===== config.mk =====
export PLATFORM = sky130hd
export DESIGN_NAME = unit_clause_sched
export DESIGN_NICKNAME = d
export VERILOG_FILES = /design/src/rtl/sat_pkg.sv /design/src/rtl/seg_prio_enc.sv /design/src/rtl/unit_clause_sched.sv
export SDC_FILE = /design/constraint.sdc
export NUM_CORES = 1
export LEC_CHECK = 0
export BUFFER_PORTS_ARGS = -buffer_cell sky130_fd_sc_hd__clkbuf_2
export CORE_ASPECT_RATIO = 1.75
export CORE_UTILIZATION = 55
export DETAILED_ROUTE_END_ITERATION = 12
export PLACE_DENSITY = 0.88
export SKIP_LAST_GASP = 1
export SLEW_MARGIN = 20
export SYNTH_ARGS = -nofsm -noshare
export SYNTH_HDL_FRONTEND = slang
export SYNTH_HIERARCHICAL = 1
export SYNTH_SLANG_ARGS = --single-unit

===== constraint.sdc =====
create_clock -name clk -period 8.75 [get_ports clk]
set_input_delay 2.1875 -clock clk [delete_from_list [all_inputs] [get_ports clk]]
set_output_delay 2.1875 -clock clk [all_outputs]
set_load 0.1 [all_outputs]

===== src/rtl/sat_pkg.sv =====
// Shared types and defaults for the unit-clause scheduler.
package sat_pkg;

    localparam int CLAUSE_NUM_DFLT = 64;
    localparam int SEG_W_DFLT      = 16;

    typedef logic [CLAUSE_NUM_DFLT-1:0]         clause_vec_t;
    typedef logic [$clog2(CLAUSE_NUM_DFLT)-1:0] clause_idx_t;

    typedef enum logic [1:0] {
        IDLE,
        SCAN,
        HOLD
    } sched_state_e;

endpackage


===== src/rtl/seg_prio_enc.sv =====
// Lowest-set-bit encoder over one scanner segment.
module seg_prio_enc #(
    parameter  int SEG_W = 16,
    localparam int OFF_W = (SEG_W > 1) ? $clog2(SEG_W) : 1
) (
    input  logic [SEG_W-1:0] seg,
    output logic             hit,
    output logic [OFF_W-1:0] offset
);

    always_comb begin
        hit    = |seg;
        offset = '0;
        // Walk downward so the lowest set bit is the last one written.
        for (int unsigned i = SEG_W; i > 0; i--) begin
            if (seg[i-1]) offset = OFF_W'(i - 1);
        end
    end

endmodule


===== src/rtl/unit_clause_sched.sv =====
// Pending-unit-clause bitmap with a round-robin segmented scanner that
// offers one clause index at a time over valid/ready.
module unit_clause_sched
    import sat_pkg::*;
#(
    parameter  int CLAUSE_NUM = CLAUSE_NUM_DFLT,
    parameter  int SEG_W      = SEG_W_DFLT,
    localparam int IDX_W      = $clog2(CLAUSE_NUM),
    localparam int NSEG       = CLAUSE_NUM / SEG_W
) (
    input  logic                  clk,
    input  logic                  rst,
    input  logic                  w_en,
    input  logic [CLAUSE_NUM-1:0] wd,
    input  logic                  rw_en,
    input  logic [CLAUSE_NUM-1:0] delete_unit,
    input  logic                  set_en,
    input  logic [IDX_W-1:0]      set_idx,
    input  logic                  out_ready,
    output logic                  out_valid,
    output logic [IDX_W-1:0]      out_idx,
    output logic [CLAUSE_NUM-1:0] unit_clause,
    output logic                  any_unit,
    output logic [IDX_W:0]        unit_cnt,
    output logic                  busy
);

    localparam int SEG_PTR_W = (NSEG > 1) ? $clog2(NSEG) : 1;
    localparam int OFF_W     = (SEG_W > 1) ? $clog2(SEG_W) : 1;

    logic [CLAUSE_NUM-1:0] bitmap_q, bitmap_d;
    sched_state_e          state_q, state_d;
    logic [SEG_PTR_W-1:0]  seg_ptr_q, seg_ptr_d;
    logic [IDX_W-1:0]      out_idx_q, out_idx_d;

    logic                  pop;
    logic [CLAUSE_NUM-1:0] keep_mask, pop_mask, set_mask;
    logic [SEG_W-1:0]      seg_bits;
    logic                  seg_hit;
    logic [OFF_W-1:0]      seg_off;

    assign out_valid   = (state_q == HOLD);
    assign out_idx     = out_idx_q;
    assign unit_clause = bitmap_q;
    assign any_unit    = |bitmap_q;
    assign busy        = (state_q != IDLE);
    assign pop         = out_valid & out_ready;

    always_comb begin
        unit_cnt = '0;
        for (int unsigned i = 0; i < CLAUSE_NUM; i++) begin
            unit_cnt = unit_cnt + (IDX_W+1)'(bitmap_q[i]);
        end
    end

    always_comb begin
        keep_mask = rw_en ? delete_unit : '1;
        pop_mask  = '0;
        set_mask  = '0;
        if (pop) pop_mask[out_idx_q] = 1'b1;
        if (set_en && ({1'b0, set_idx} < (IDX_W+1)'(CLAUSE_NUM))) set_mask[set_idx] = 1'b1;
        bitmap_d = w_en ? wd : (((bitmap_q & keep_mask) & ~pop_mask) | set_mask);
    end

    assign seg_bits = bitmap_q[int'(seg_ptr_q)*SEG_W +: SEG_W];

    seg_prio_enc #(.SEG_W(SEG_W)) u_enc (
        .seg    (seg_bits),
        .hit    (seg_hit),
        .offset (seg_off)
    );

    always_comb begin
        state_d   = state_q;
        seg_ptr_d = seg_ptr_q;
        out_idx_d = out_idx_q;
        unique case (state_q)
            IDLE: if (any_unit) state_d = SCAN;
            SCAN: begin
                if (!any_unit) begin
                    state_d = IDLE;
                end else if (seg_hit) begin
                    out_idx_d = IDX_W'(int'(seg_ptr_q)*SEG_W + int'(seg_off));
                    state_d   = HOLD;
                end else if (int'(seg_ptr_q) == NSEG - 1) begin
                    seg_ptr_d = '0;
                end else begin
                    seg_ptr_d = seg_ptr_q + 1'b1;
                end
            end
            HOLD: begin
                // Withdraw the offer in the same cycle its bit disappears.
                if (pop || !bitmap_d[out_idx_q]) state_d = SCAN;
            end
            default: state_d = IDLE;
        endcase
        if (w_en) begin
            seg_ptr_d = '0;
            state_d   = (wd != '0) ? SCAN : IDLE;
        end
    end

    always_ff @(posedge clk or negedge rst) begin
        if (!rst) begin
            bitmap_q  <= '0;
            state_q   <= IDLE;
            seg_ptr_q <= '0;
            out_idx_q <= '0;
        end else begin
            bitmap_q  <= bitmap_d;
            state_q   <= state_d;
            seg_ptr_q <= seg_ptr_d;
            out_idx_q <= out_idx_d;
        end
    end

endmodule


==> results.sh <==
export IMPL_path_class="reg -> out"
export IMPL_antenna_found_initial=1
export IMPL_io_pins=220
export IMPL_cts_sinks=74
export IMPL_max_slew_worst_pin_slew_ps=1120
export IMPL_required_ps=6560
export IMPL_cts_tree="done"
export IMPL_yosys_top_cells_area="dfrtp_1 23%, fa_1 13%, inv_1 5.5%, a22oi_1 4.9%, mux4_2 4.5%"
export IMPL_die_area_mm2=0.0151
export IMPL_syn_avg_cell_area_um2=8.92
export IMPL_netlist_area_mm2=0.00804
export IMPL_synth_edf_count=0
export IMPL_period_share=0.980
export IMPL_finalNetCount=1317
export IMPL_cts_buffers=9
export IMPL_firstDrtPassIters=12
export IMPL_finalSetupViolCount=0
export IMPL_netlist_area_leader_share=0.230
export IMPL_rsz0062_at_grt="true"
export IMPL_final_max_slew_viol_count=0
export IMPL_core_area_mm2=0.0143
export IMPL_syn_inst=902
export IMPL_dp_hpwl_um=31200
export IMPL_vias=9482
export IMPL_cp_slowest_cell="fa_2"
export IMPL_fin_cells=1291
export IMPL_avgRoutedWirePerCell_um=31.0
export IMPL_max_freq_ghz=0.117
export IMPL_antenna_cells=0
export IMPL_ys_warn_count=6
export IMPL_dp_slack_ps=217
export IMPL_outcome="finished, violations left"
export IMPL_cpMostUsedCell="fa_1"
export IMPL_clk_pin_slew_ps=70
export IMPL_cts_path_max_buffers=2
export IMPL_final_layout_size_suffix_gt1_frac=0.340
export IMPL_drt_iter0_markers=1288
export IMPL_synth_nets=1113
export IMPL_ant_nets=0
export IMPL_setup_tns_ps=0
export IMPL_grt_usage=0.539
export IMPL_drt_met1_wl_um=12100
export IMPL_cp_end_kind="output port"
export IMPL_route_met2_wl_um=18000
export IMPL_timing_final_ws_setup_ps=177
export IMPL_cp_top_family="adder cells"
export IMPL_cpPeakStageDelay_ps=610
export IMPL_drt_wl_total_um=40000
export IMPL_dp_cells=1265
export IMPL_highest_layer="met5"
export IMPL_clkLatencyLatePin_ps=340
export IMPL_violations="DRC"
export IMPL_critPathArrivalTime_ps=6390
export IMPL_synthArstFlopShare=1.00
export IMPL_die_width_um=93.4
export IMPL_period_minus_slack_ps=8570
export IMPL_h_tree_depth=3
export IMPL_relSlewSlack=0.255
export IMPL_fp_row_count=58
export IMPL_start_util=0.563
export IMPL_maxCapViolCount=0
export IMPL_synthFlopType="dfrtp_1"
export IMPL_post_route_drc_count=1
export IMPL_start_kind="register"
export IMPL_vias_per_cell=7.34
export IMPL_hold_violations=0
export IMPL_grt_pass1_wl_um=57300
export IMPL_path_buf_inv=4
export IMPL_ys_types=79
export IMPL_grt_pass1_vias=9191
export IMPL_yosysSeqAreaShare=0.230
export IMPL_critPathMaxFanout=2
export IMPL_wl_met3_um=4880
export IMPL_netlist_top_cell_by_area="dfrtp_1"
export IMPL_crit_path_cell_trace="fa_2, fa_1, fa_1, inv_1, fa_2, fa_1, fa_1, fa_1, fa_1, inv_1, ha_1, fa_2, a21o_1, a21oi_2, inv_1, a21oi_2, o21bai_2, buf_6"
export IMPL_cts_root_buf="clkbuf_16"
export IMPL_hp_class="reg -> reg"
export IMPL_grt_start_max_net_pins=75
export IMPL_die_height_um=162
export IMPL_finClkSkew_ps=11.2
export IMPL_gp_congestion=1.08
export IMPL_rrSetupSlack_ps=5090
export IMPL_cts_hold_fix_buffers=0
export IMPL_syn_to_final_growth_pct=23.3
export IMPL_port_buffers=219
export IMPL_yosys_register_bits=74
export IMPL_grt_ovfl_total=0
[worst reg2reg max path, stage by stage (launching register included)]
cell       delay, ps
dfrtp_1          930
nor2b_1          400
buf_4            310
nand3_1           90
o2111ai_1        140
a22oi_1          280
nand4_1          250
a2111o_1         460
or4_1            570
o2bb2ai_2        150
[logic make-up after synthesis]
family,after synthesis,synth area share
mux,21,0.0515
simple gates,289,0.211
flops,74,0.230
compound gates,249,0.242
fa+ha+maj,71,0.161
xor+xnor,4,0.00436
buf+inv,194,0.100
[final timing paths]
path,depth (start not counted),start,end
worst max-delay path,18,unit_clause[19],unit_cnt[6]
worst min-delay path,2,unit_clause[45],unit_clause[45]
worst max register to register,9,out_idx[1],state_q[1]
worst min register to register,2,unit_clause[45],unit_clause[45]
max in group asynchronous,2,rst,unit_clause[51]
min in group asynchronous,2,rst,out_idx[4]
[routing by layer]
metal	global-route usage	vias to the layer above
met3	0.164	327
met4	0.543	2
li1	-	3788
met2	0.818	1006
met1	0.576	4359
met5	0	-
[final cells by class]
| class | count | area (um2) |
|---|---|---|
| Sequential cell | 74 | 1910 |
| Multi-Input combinational cell | 634 | 5500 |
| Clock buffer | 11 | 233 |
| Clock inverter | 5 | 104 |
| Inverter | 119 | 447 |
| Tap cell | 180 | 225 |
| Timing Repair Buffer | 268 | 1500 |
| Fill cell | 1170 | 4380 |
[sequential cells by signal, summed over array words and instances, names as in the netlist]
name and flops:
unit_clause 64, out_idx 6, seg_ptr_q 2, state_q 2
[cell usage after synthesis, drive strengths merged (4+ instances only)]
master / n
a2111oi: 5
a21boi: 5
a21o: 6
a21oi: 16
a221o: 17
a221oi: 6
a22oi: 53
a31oi: 11
a41oi: 5
and2: 9
and3: 11
and4b: 5
and4bb: 4
buf: 39
clkbuf: 36
dfrtp: 74
fa: 54
ha: 17
inv: 119
mux4: 16
nand2: 64
nand2b: 16
nand3: 53
nand4: 16
nor2: 26
nor2b: 6
nor3: 12
nor3b: 4
nor4: 34
nor4b: 5
o2111ai: 30
o211a: 17
o211ai: 19
o21ai: 21
o22ai: 5
[per-stage QoR]
stage / util / hold WS [ps] / area [um2]
6_report: 0.694 / 652 / 9910
5_1_grt: 0.694 / 657 / 9910
4_1_cts: 0.686 / 631 / 9800
3_5_place_dp: 0.662 / 619 / 9460
3_3_place_gp: 0.661 / 607 / 9450
2_1_floorplan: - / 597 / 8150
[repair_timing]
item,CTS,global route
buffers inserted,0,10
pin swaps,0,15
setup endpoints to repair,2,3
resized for setup,2,13
[layout by cell type, fill, tap and decap left out, types with 17 or more instances in the layout]
cell type / Yosys / layout
o2111ai_1: 30 / 30
o211ai_1: 19 / 19
dfrtp_2: 0 / 27
nor2_1: 25 / 25
buf_4: 4 / 50
o211a_1: 17 / 17
nand3_1: 53 / 53
o21ai_0: 20 / 20
ha_1: 17 / 17
nand2_1: 64 / 64
inv_1: 118 / 114
a221o_1: 17 / 17
clkbuf_2: 2 / 213
a22oi_1: 53 / 53
nor4_1: 32 / 32
fa_1: 54 / 47
dfrtp_1: 74 / 41
Power is not shown: default switching activity piles up to over one toggle a cycle in this logic, so the estimate is an artifact.
